**src/rtl/auc_naf_dec.sv**
```systemverilog
// rtl/auc_naf_dec.sv - NAF digit-stream decoder reconstructing a WIDTH-bit scalar
module auc_naf_dec #(
    parameter int WIDTH = 256,
    parameter int CBIT  = 8
) (
    input  logic             clk,
    input  logic             rst,
    input  logic             dec_start,
    input  logic             dec_hold,
    input  logic             naf_shft_rdy,
    input  logic [4:0]       naf_shft_vlue,
    input  logic             naf_shft_last,
    output logic             naf_shft_en,
    output logic [WIDTH-1:0] dec_dout,
    output logic             dec_vld,
    output logic             dec_err,
    output logic [CBIT:0]    dec_len,
    output logic             dec_busy
);

    typedef enum logic [1:0] {IDLE, WAIT, SHIFT, DONE} state_t;

    state_t                  state, state_nxt;
    logic signed [WIDTH+1:0] acc, acc_nxt, digit;
    logic [CBIT:0]           cnt, cnt_nxt;
    logic                    err, err_nxt, res_err;
    logic                    illegal, accept, overflow, finish;
    logic [2:0]              mag;

    // One-hot magnitude {num1,num3,num5,num7}; a signed zero is not a valid digit.
    always_comb begin
        mag     = 3'd0;
        illegal = 1'b0;
        case (naf_shft_vlue[3:0])
            4'b1000: mag = 3'd1;
            4'b0100: mag = 3'd3;
            4'b0010: mag = 3'd5;
            4'b0001: mag = 3'd7;
            4'b0000: illegal = naf_shft_vlue[4];
            default: illegal = 1'b1;
        endcase
        digit = $signed({{(WIDTH-1){1'b0}}, mag});
        if (naf_shft_vlue[4] && !illegal)
            digit = -digit;
    end

    assign naf_shft_en = (state == SHIFT) & naf_shft_rdy & ~dec_hold;
    // A restart in the same cycle wins over the digit on the bus.
    assign accept      = naf_shft_en & ~dec_start;

    assign acc_nxt  = (acc <<< 1) + digit;
    assign cnt_nxt  = cnt + 1'b1;
    assign overflow = (cnt_nxt == (CBIT+1)'(WIDTH + 2));
    assign finish   = accept & (naf_shft_last | overflow);
    assign err_nxt  = err | illegal | (overflow & ~naf_shft_last);
    assign res_err  = err_nxt | (acc_nxt[WIDTH+1:WIDTH] != 2'b00);

    always_comb begin
        state_nxt = state;
        case (state)
            IDLE:  if (dec_start) state_nxt = WAIT;
            WAIT:  if (dec_start) state_nxt = WAIT;
                   else if (naf_shft_rdy) state_nxt = SHIFT;
            SHIFT: if (dec_start) state_nxt = WAIT;
                   else if (finish) state_nxt = DONE;
            DONE:  state_nxt = IDLE;
            default: state_nxt = IDLE;
        endcase
    end

    always_ff @(posedge clk) begin
        if (rst) begin
            state    <= IDLE;
            acc      <= '0;
            cnt      <= '0;
            err      <= 1'b0;
            dec_dout <= '0;
            dec_err  <= 1'b0;
            dec_len  <= '0;
        end else begin
            state <= state_nxt;
            if (dec_start && state != DONE) begin
                acc <= '0;
                cnt <= '0;
                err <= 1'b0;
            end else if (accept) begin
                acc <= acc_nxt;
                cnt <= cnt_nxt;
                err <= err_nxt;
                if (finish) begin
                    dec_dout <= acc_nxt[WIDTH-1:0];
                    dec_err  <= res_err;
                    dec_len  <= cnt_nxt;
                end
            end
        end
    end

    assign dec_vld  = (state == DONE);
    assign dec_busy = (state != IDLE);

endmodule

```
**config.mk**
```make
export PLATFORM = sky130hd
export DESIGN_NAME = auc_naf_dec
export DESIGN_NICKNAME = d
export VERILOG_FILES = /design/src/rtl/auc_naf_dec.sv
export SDC_FILE = /design/constraint.sdc
export NUM_CORES = 1
export LEC_CHECK = 0
export BUFFER_PORTS_ARGS = -buffer_cell sky130_fd_sc_hd__buf_4
export CAP_MARGIN = 25
export CORE_AREA = 2 2 253 255
export DETAILED_ROUTE_END_ITERATION = 12
export DIE_AREA = 0 0 255 257
export PLACE_DENSITY = 0.83
export SLEW_MARGIN = 30
export SYNTH_ARGS = -nofsm -noshare
export SYNTH_HDL_FRONTEND = slang
export SYNTH_SLANG_ARGS = --single-unit
```
**constraint.sdc**
```tcl
create_clock -name clk -period 12.3 [get_ports clk]
set_input_delay 0.615 -clock clk [delete_from_list [all_inputs] [get_ports clk]]
set_output_delay 0.615 -clock clk [all_outputs]
set_load 0.05 [all_outputs]
```
# ---- After elaboration in Yosys (flattened, before gate mapping)
# Index checks and enable logic that the tools add are counted.
# W data, S select, Z words.
dict set report classes {
  eq_ne 12
  muxes 9
  n_reduce_logical 11
  n_addsub 3
  bitwise_logic 13
}
# operator count
set ops {}
lappend ops {{$add A258 B258 Y258} 1}
lappend ops {{$mux W258} 1}
lappend ops {{$neg A3 Y258} 1}
lappend ops {{$pmux W3 S4} 1}
lappend ops {{$mux W2} 5}
lappend ops {{$add A9 B1 Y9 const B} 1}
lappend ops {{$eq A9 B9 Y1 const B} 1}
lappend ops {{$pmux W2 S4} 1}
lappend ops {{$ne A3 B3 Y1 const B} 2}
lappend ops {{$reduce_and A3 Y1} 2}
lappend ops {{$and A1 B1 Y1} 5}
lappend ops {{$eq A2 B2 Y1 const B} 2}
lappend ops {{$eq A4 B1 Y1 const B} 1}
lappend ops {{$eq A4 B2 Y1 const B} 1}
lappend ops {{$eq A4 B3 Y1 const B} 1}
lappend ops {{$eq A4 B4 Y1 const B} 1}
lappend ops {{$logic_not A4 Y1} 1}
lappend ops {{$ne A2 B2 Y1 const B} 2}
lappend ops {{$not A1 Y1} 4}
lappend ops {{$or A1 B1 Y1} 4}
lappend ops {{$reduce_bool A2 Y1} 2}
lappend ops {{$reduce_or A4 Y1} 1}
lappend ops {{$eq A2 B1 Y1 const B} 1}
lappend ops {{$logic_and A1 B1 Y1} 2}
lappend ops {{4 further kinds} 4}
dict set report word_totals {
  in_bits 11
  out_inout_bits 269
  regBits 535
  word_cells 55
}

# ---- Logic depth before layout (Yosys ltp)
# Gate-level depths: netlist of run 1.
dict set report depth {
  ltp_word 9
  mapped_depth 25
  ltp_nobuf 25
}

# ---- Worst setup path before layout of run 1
# No wires, ideal clock.
dict set report synth_path {
  kind {input-to-reg}
  start {input port naf_shft_vlue[2]}
  end {register dec_err}
  path_stages 23
  arrival_ps 10461
  n_path_buf 1
  required_time_ps 12221
  setup_time_ps 79
  setup_slack_ps 1759
  path_cell_list {clkbuf_1 > xor2_1 > nor2_1 > o31a_1 > nor2b_1 > ha_1 > a21oi_1 > o211ai_1 > a31oi_1 > nor4_1 > a221o_1 > a211oi_1 > nand2b_1 > o41a_1 > o21ai_1 > a221oi_1 > o21bai_1 > nor3b_1 > or2_1 > a41oi_1 > xnor2_1 > nor2_1 > a211oi_2}
}
dict set report synth_via {
  elab_chain_len 9
}
# item line_no
set synth_lines {}
lappend synth_lines {{start: declaration} 11} ;# input logic [4:0] naf_shft_vlue,
lappend synth_lines {{parallel branches: the longest is 8 deep, another holds $neg A3 Y258} -}
lappend synth_lines {{$or A1 B1 Y1 *} 56} ;# assign res_err = err_nxt | (acc_nxt[WIDTH+1:WIDTH] != 2'b00);
lappend synth_lines {{end signal: assignment} 92} ;# dec_err <= res_err;
lappend synth_lines {{end: declaration} 16} ;# output logic dec_err,
# Mark *: on every way between the ends.
# A chain may end at the register's enable or synchronous reset.

# ---- Final worst setup path of run 1
dict set report layout_path {
  start {input port naf_shft_vlue[2]}
  end {register dec_dout[252]}
}
dict set report layout_via {
  elab_chain_len 7
}
# item line_no
set layout_lines {}
lappend layout_lines {{parallel branches: the longest is 5 deep, another holds $neg A3 Y258} -}
lappend layout_lines {{$mux W258 *} 43} ;# if (naf_shft_vlue[4] && !illegal)
lappend layout_lines {{$add A258 B258 Y258 *} 51} ;# assign acc_nxt = (acc <<< 1) + digit;
lappend layout_lines {{end signal: assignment} 91} ;# dec_dout <= acc_nxt[WIDTH-1:0];
lappend layout_lines {{end: declaration} 14} ;# output logic [WIDTH-1:0] dec_dout,
# Marks and branches as above.

==> results.tsv, run 1 <==
stage	metric	value	unit
logic_synthesis	asr flop ratio synth	0	%
detailed_routing	antenna-violating nets left	0	
logic_synthesis	arithmetic-cell share of the synthesized area counting full adders, half adders and majority gates	8.72	%
setup_path	Crit path required time	12.86	ns
power	Pwr per Cell Area	95.2	nW/um2
clock_tree	H-tree depth	2	
power	maximum vdd drop	0.000123	V
floorplanning	num ports	280	
place	post-DP HPWL	102000	um
sta	RSZ-0062 raised after global routing	false	
logic_synthesis	Synth Area in Simple Gates	24.3	%
floorplanning	Die ar.	65500	um2
sta	Worst Skew	0.0334	ns
sta	period utilization	64.1	%
floorplanning	Die Y	257	um
clock_tree	Num CTS Buffers	56	
setup_path	Crit-path slowest cell	buf_4	
setup_path	worst-path maximum fanout	62	
power	cell internal pwr	2950	uW
setup_path	Worst setup endpoint	dec_dout[252]	
logic_synthesis	mapped cell area	37300	um2
detailed_routing	drt drc	0	
sta	Period minus WS final	7.89	ns
setup_path	CP most frequent cell	a21oi_1	
setup_path	crit end category	flip-flop	
logic_synthesis	Yosys reg bits	535	
floorplanning	Core Box Area	62700	um2
logic_synthesis	main combinational cell family by area after synthesis	compound AO/OA/AOI/OAI gates	
place	count of input and output buffers	279	
setup_path	Buffers & Inverters on Critical Path	2	
logic_synthesis	Ys Warns	0	
final_layout	share of layout cells above drive strength 1	8.82	%
sta	worst slew pin tran	1.41	ns
final_layout	# diodes	0	
detailed_routing	detail-routed net length per standard cell	21.5	um
logic_synthesis	synth unique cells	93	
setup_path	Crit Path Class	primary input to flip-flop	
logic_synthesis	prevailing post-synth register cell	dfxtp_1	
grt	vias in the first global route	37118	
setup_path	FF-to-FF End	dec_dout[251]	
power	Leak	0.0157	uW
final_layout	Layout area overhead	11.6	%
logic_synthesis	Yosys top cell by area	dfxtp_1	
final_layout	fin util	66.2	%
setup_path	crit-path cells	buf_4 -> xor2_1 -> nor2_1 -> o31a_1 -> nor2b_4 -> buf_4 -> ha_1 -> a21oi_1 -> o211ai_1 -> a31oi_1 -> nor4_1 -> a221o_1 -> a211oi_1 -> nand2b_1 -> o31ai_1 -> a21oi_1 -> o21ai_1 -> a21oi_1 -> o21ai_1 -> a21oi_1 -> o41ai_1 -> xnor2_1 -> nand2_1 -> a21oi_1	
sta	Final Hold Vio Count	0	
logic_synthesis	post-synthesis compound-gate area fraction	27.6	%
worst_hold_path	worst hold path class	primary input to flip-flop	
power	switching power	1000	uW
grt	global-route wire length before repair	207000	um
floorplanning	cell row count	92	
flow_run	max cap viols	0	
final_layout	most frequent cells in the layout	nand2_1 (1298), a21oi_1 (970), dfxtp_1 (535)	
clock_tree	Clock Tree Root	clkbuf_16	
grt	GRT Total Usage	39.5	%
sta	Sum Neg Setup Slack	0	ns
clock_tree	CTS tree	yes	
detailed_routing	Post-Route WL	135000	um
grt	remaining global-route overflow	0	
setup_path	Reg2Reg Setup Slack	5.98	ns
logic_synthesis	top cells by area, synth	dfxtp_1 (29%), nand2_1 (13%), a21oi_1 (13%), ha_1 (8.7%), o21ai_0 (3.9%)	
detailed_routing	Via density	6.36	
sta	slew margin rel.	6.10	%
setup_path	Critical path origin	naf_shft_vlue[2]	
sta	# setup viols final	0	
sta	fin. max-slew vios	0	
clock_tree	Reg clk slew, reported paths	0.07	ns
setup_path	CP arrival	8.45	ns
final_layout	Nets	5655	
power	net switching fraction of the power	25.3	%
logic_synthesis	Post-synth EDFFs	0	
logic_synthesis	Synth Net Count	5619	
grt	largest net degree at the start of global routing	216	
setup_path	reg2reg path depth	20	
logic_synthesis	mux contribution to synthesized area	0.128	%
detailed_routing	1st-iter DRT viols	4108	
setup_path	CP max stage delay	0.87	ns
clock_tree	post-CTS setup buffer count	0	
logic_synthesis	synthesized area per cell	6.96	um2
logic_synthesis	Seq/Total Area, Yosys	28.8	%
power	Pwr Total	3960	uW
setup_path	CP top delay family	compound AO/OA/AOI/OAI gates	
run_status	status	completed	
clock_tree	Num Clock Sinks	535	
setup_path	path length in cells of the critical path	24	
power	combinational share of power	7.8	%
logic_synthesis	xor/xnor share of the synthesized area	6.25	%
sta	fmax	0.127	GHz
detailed_routing	DRT Pass-1 Iters	6	
setup_path	Startpoint Class	primary input	
clock_tree	maximum clock path buffer count	3	
power	Sequential Power Share	43.8	%
floorplanning	Starting Density	59.4	%
logic_synthesis	area share of the largest cell type after synthesis	28.8	%
clock_tree	Clock Latency Late Sink	0.64	ns
grt	initial antenna violation count	0	
clock_tree	cts hold-fix bufs	0	
place	RePlAce Congestion	1.06	
floorplanning	Die X	255	um
clock_tree	# resized after CTS	0	
power	Clk network pwr share	48.4	%
detailed_routing	vias	39943	
logic_synthesis	cell count after synthesis	5349	
final_layout	commonest non-fill, non-tap cell in the layout	nand2_1	
setup_path	reg2reg start	acc[0]	
[power by group through the flow]
stage | Combinational, uW | Sequential, uW | Clock, uW
2_1_floorplan | 212 | 1770 | 0
3_3_place_gp | 297 | 1770 | 0
3_5_place_dp | 296 | 1770 | 0
4_1_cts | 299 | 1730 | 1920
5_1_grt | 329 | 1730 | 1980
6_report | 308 | 1730 | 1910
[state kept, by name (all words and copies together), names as in the netlist]
register	count
state	2
dec_dout	256
dec_len	9
cnt	9
dec_err	1
acc	257
err	1
[layout make-up]
| class | instances | area [um2] |
|---|---|---|
| clock inverters | 34 | 475 |
| inverters | 89 | 334 |
| repair buffers | 300 | 2330 |
| well taps | 846 | 1060 |
| clock buffers | 71 | 1610 |
| flip-flops and latches | 535 | 10700 |
| fillers | 5515 | 21200 |
| multi-input cells | 4403 | 25000 |
[how the worst min path moves through the flow]
stage | startpoint | to | depth (start not counted)
3_5_place_dp | dec_dout[22] | dec_dout[22] | 2
3_3_place_gp | dec_dout[77] | dec_dout[77] | 2
4_1_cts | dec_start | state[1] | 2
6_report | dec_start | state[1] | 2
2_1_floorplan | acc[194] | acc[194] | 2
5_1_grt | dec_start | state[1] | 2
[synthesized netlist by cell type (5+ instances only)]
master / number
nor2_1: 372
xor2_1: 103
and3_1: 11
o21a_1: 31
or4_1: 5
buf_2: 33
o41ai_1: 6
o41ai_2: 5
a21oi_2: 6
nor3_1: 76
a21o_1: 106
o31ai_1: 24
a31oi_1: 34
a21boi_0: 17
o41a_1: 5
nor2b_1: 21
inv_1: 89
nand2b_1: 21
o31a_1: 5
or2_2: 12
a221o_1: 8
o221ai_1: 12
buf_1: 25
clkbuf_1: 264
a221oi_1: 9
o211ai_1: 16
nand3_1: 53
and4_1: 6
nand4_1: 160
a21oi_1: 970
dfxtp_1: 535
ha_1: 258
o21ai_1: 23
a22o_1: 18
and2_1: 10
or3_1: 23
o21ai_0: 287
xnor2_1: 163
a211oi_1: 30
nor4_1: 27
nand2_1: 1299
o21bai_1: 75
[cells by family after synthesis]
family	after synthesis
and+or+nand+nor	2125
xor gates and xnor gates	266
DFF	535
buffers and inverters	411
AOI/OAI and AO/OA	1749
adders and majority gates	259
muxes	4
[layer usage]
layer	up-vias	wire length [um]	GRT usage (%)
li1	18913	-	-
met1	18868	57600	53.3
met2	1823	60000	62.9
met3	339	10700	5.20
met4	0	6480	16.9
met5	-	0	0
[per-stage QoR]
stage / hold WS, ns / instance area (um2) / worst slack (ns) / instances
2_1_floorplan: 0.436 / 37300 / 1.76 / 5349
3_3_place_gp: 0.442 / 39400 / 3.97 / 6172
3_5_place_dp: 0.447 / 39400 / 3.94 / 6172
4_1_cts: 0.168 / 41500 / 4.60 / 6277
5_1_grt: 0.186 / 41600 / 3.96 / 6278
6_report: 0.193 / 41600 / 4.41 / 6278
Note: power is estimated with default switching activity, not from simulation.
==> inputs of run 2 (changes only) <==
CORE_AREA = 2 2 261 263   (was 2 2 253 255)
DIE_AREA = 0 0 263 265   (was 0 0 255 257)
PLACE_DENSITY = 0.82   (was 0.83)
clock period = 6.7 ns   (was 12.3 ns; I/O delays follow)
==> run 2 against run 1 <==
  * Critical endpoint is now acc[242]
  * Critical path depth grew 2
  * Register-to-register slack got worse by 5.1 ns
  * First-iteration DRC count increased by 0.80%
  * Hold slack worse by 0.15 ns
  * Design area is 1.9% higher
  * Total power up 82%
  * Clock skew rose by 0.0057 ns
  * Cell count up 2.1%
  * Non-clock buffer count up 111
  * Global-route usage is 0.87 points lower
==> results.tsv, run 2 (synthesized netlist as in run 1, its figures left out) <==
stage	metric	value	unit	change
run_status	status	completed		
clock_tree	post-CTS setup buffer count	0		unchanged
detailed_routing	detail-routed net length per standard cell	22.0	um	+2.5%
power	maximum vdd drop	0.000195	V	+58%
sta	Period minus WS final	6.42	ns	
setup_path	reg2reg path depth	20		unchanged
setup_path	reg2reg start	acc[0]		
detailed_routing	Via density	6.29		-1.2%
floorplanning	Die Y	265	um	+3.1%
final_layout	share of layout cells above drive strength 1	10.4	%	+1.6 points
sta	worst slew pin tran	1.42	ns	+0.0157 ns
sta	Setup WS post-layout	0.285	ns	-4.13 ns
setup_path	Reg2Reg Setup Slack	0.89	ns	-5.09 ns
worst_hold_path	Hold Crit Depth	3		+1
sta	Sum Neg Setup Slack	0	ns	unchanged
power	switching power	1830	uW	+83%
floorplanning	Die X	263	um	+3.1%
sta	slew margin rel.	5.05	%	-1.0 points
power	Leak	0.0162	uW	+3.3%
detailed_routing	DRT Pass-1 Iters	8		+2
detailed_routing	antenna-violating nets left	0		unchanged
clock_tree	Reg clk slew, reported paths	0.07	ns	about the same
grt	initial antenna violation count	1		+1
setup_path	Crit Path Class	primary input to flip-flop		
setup_path	Crit path required time	7.27	ns	-5.59 ns
setup_path	CP max stage delay	0.58	ns	-0.29 ns
sta	RSZ-0062 raised after global routing	false		
clock_tree	CTS tree	yes		
power	combinational share of power	8.2	%	+0.4 points
final_layout	commonest non-fill, non-tap cell in the layout	nand2_1		
sta	fmax	0.156	GHz	
place	post-DP HPWL	109000	um	+7.6%
clock_tree	Num CTS Buffers	56		unchanged
final_layout	Nets	5766		+2.0%
final_layout	max reg flops	257		unchanged
detailed_routing	Post-Route WL	141000	um	+4.7%
power	Pwr per Cell Area	170	nW/um2	+78%
setup_path	FF-to-FF End	dec_dout[251]		
clock_tree	H-tree depth	2		unchanged
place	worst slack, placed	-0.0149	ns	-3.95 ns
final_layout	most frequent cells in the layout	nand2_1 (1298), a21oi_1 (969), dfxtp_1 (535)		
sta	# setup viols final	0		unchanged
power	Clk network pwr share	47.5	%	-0.9 points
detailed_routing	1st-iter DRT viols	4141		+0.80%
final_layout	Layout area overhead	13.7	%	
sta	Final Hold Vio Count	0		unchanged
grt	largest net degree at the start of global routing	201		-6.9%
clock_tree	Clock Tree Root	clkbuf_16		
final_layout	fill count	6173		+12%
power	cell internal pwr	5350	uW	+81%
final_layout	# diodes	0		unchanged
clock_tree	Num Clock Sinks	535		unchanged
final_layout	Multi-input gate area	25000	um2	about the same
place	placed cell areas	40300	um2	+2.3%
floorplanning	num ports	280		unchanged
final_layout	Most flops, register	acc		
final_layout	leading registers by flop count	acc (257), dec_dout (256)		
grt	GRT Total Usage	38.6	%	-0.87 points
setup_path	CP arrival	6.99	ns	-1.46 ns
worst_hold_path	worst hold path class	primary input to flip-flop		
flow_run	max cap viols	0		unchanged
worst_hold_path	Hold Startpoint	naf_shft_last		
floorplanning	Starting Density	55.8	%	-3.6 points
floorplanning	Core Box Area	66800	um2	+6.5%
final_layout	design area	42400	um2	+1.9%
setup_path	Crit-path slowest cell	nor4b_1		
sta	Worst Skew	0.0391	ns	+0.00573 ns
setup_path	crit end category	flip-flop		
clock_tree	cts hold-fix bufs	1		+1
sta	Fin Hold WS	0.0446	ns	-0.148 ns
setup_path	worst-path maximum fanout	36		-42%
grt	global-route wire length before repair	214000	um	+3.6%
grt	vias in the first global route	37401		+0.76%
clock_tree	# resized after CTS	0		unchanged
place	RePlAce Congestion	1.05		-0.62%
grt	remaining global-route overflow	0		unchanged
clock_tree	maximum clock path buffer count	3		unchanged
place	count of input and output buffers	279		unchanged
power	net switching fraction of the power	25.5	%	+0.23 points
setup_path	CP most frequent cell	buf_4		
detailed_routing	vias	40309		+0.92%
sta	period utilization	95.7	%	
setup_path	Startpoint Class	primary input		
clock_tree	Clock Latency Late Sink	0.65	ns	about the same
power	Sequential Power Share	44.3	%	+0.5 points
worst_hold_path	Min-Delay Endpoint	dec_len[7]		
floorplanning	Die ar.	69700	um2	+6.3%
final_layout	Reg area	10700	um2	unchanged
floorplanning	cell row count	95		+3.3%
sta	fin. max-slew vios	0		unchanged
detailed_routing	drt drc	0		unchanged
-- run 2: cell count changes in the layout (fill, tap and decap cells not counted), moves of 2 or more --
cell,previous run,this run
clkinv_4,5,3
clkbuf_16,58,56
clkbuf_1,2,7
inv_6,4,6
buf_12,4,8
clkinv_2,10,5
nor2_2,3,1
buf_4,293,401
-- run 2: critical path: cells and delay by family --
| kind | cells | cell delay (ns) |
|---|---|---|
| AOI/OAI and AO/OA | 12 | 3.38 |
| xor gates and xnor gates | 2 | 0.52 |
| adders and majority gates | 1 | 0.35 |
| buffers and inverters | 5 | 0.95 |
| and+or+nand+nor | 6 | 1.42 |
-- run 2: worst max-delay path by stage --
stage | to | depth (start not counted) | startpoint
3_5_place_dp | dec_dout[255] | 26 | naf_shft_vlue[2]
3_3_place_gp | dec_dout[255] | 26 | naf_shft_vlue[2]
5_1_grt | dec_dout[242] | 26 | naf_shft_vlue[2]
6_report | acc[242] | 26 | naf_shft_vlue[2]
4_1_cts | dec_dout[255] | 26 | naf_shft_vlue[2]
2_1_floorplan | dec_dout[251] | 23 | naf_shft_vlue[2]
-- run 2: power by group through the flow --
stage                     clock (uW)  combinational (uW)  sequential (uW)
after floorplan                    0                 391             3260
after global placement             0                 573             3260
after detailed placement           0                 571             3260
after CTS                       3430                 576             3180
after global routing            3550                 631             3180
final                           3410                 592             3180
-- run 2: metrics by stage --
step	utilization, %	std cells	power, uW
finish	63.4	6412	7190
floorplan	-	5349	3650
detailed placement	60.4	6310	3830
global route	63.4	6412	7360
CTS	63.4	6412	7190
global placement	60.4	6310	3830
-- run 2: cell type report --
cell class / instances / share of cell area, %
clock inverter: 27 / 0.975
inverter: 89 / 0.789
clock buffer: 74 / 3.73
timing repair buffer: 411 / 7.54
sequential: 535 / 25.3
tap: 873 / 2.58
multi-input combinational: 4403 / 59.1
-- run 2: layer usage --
layer	track usage [%]	part of all wire (%)	routed length (um)
met1	49.7	42	58900
met2	64.7	46	65000
met3	5.11	7.5	10500
met4	17.0	4.8	6720
met5	0	0.0071	10
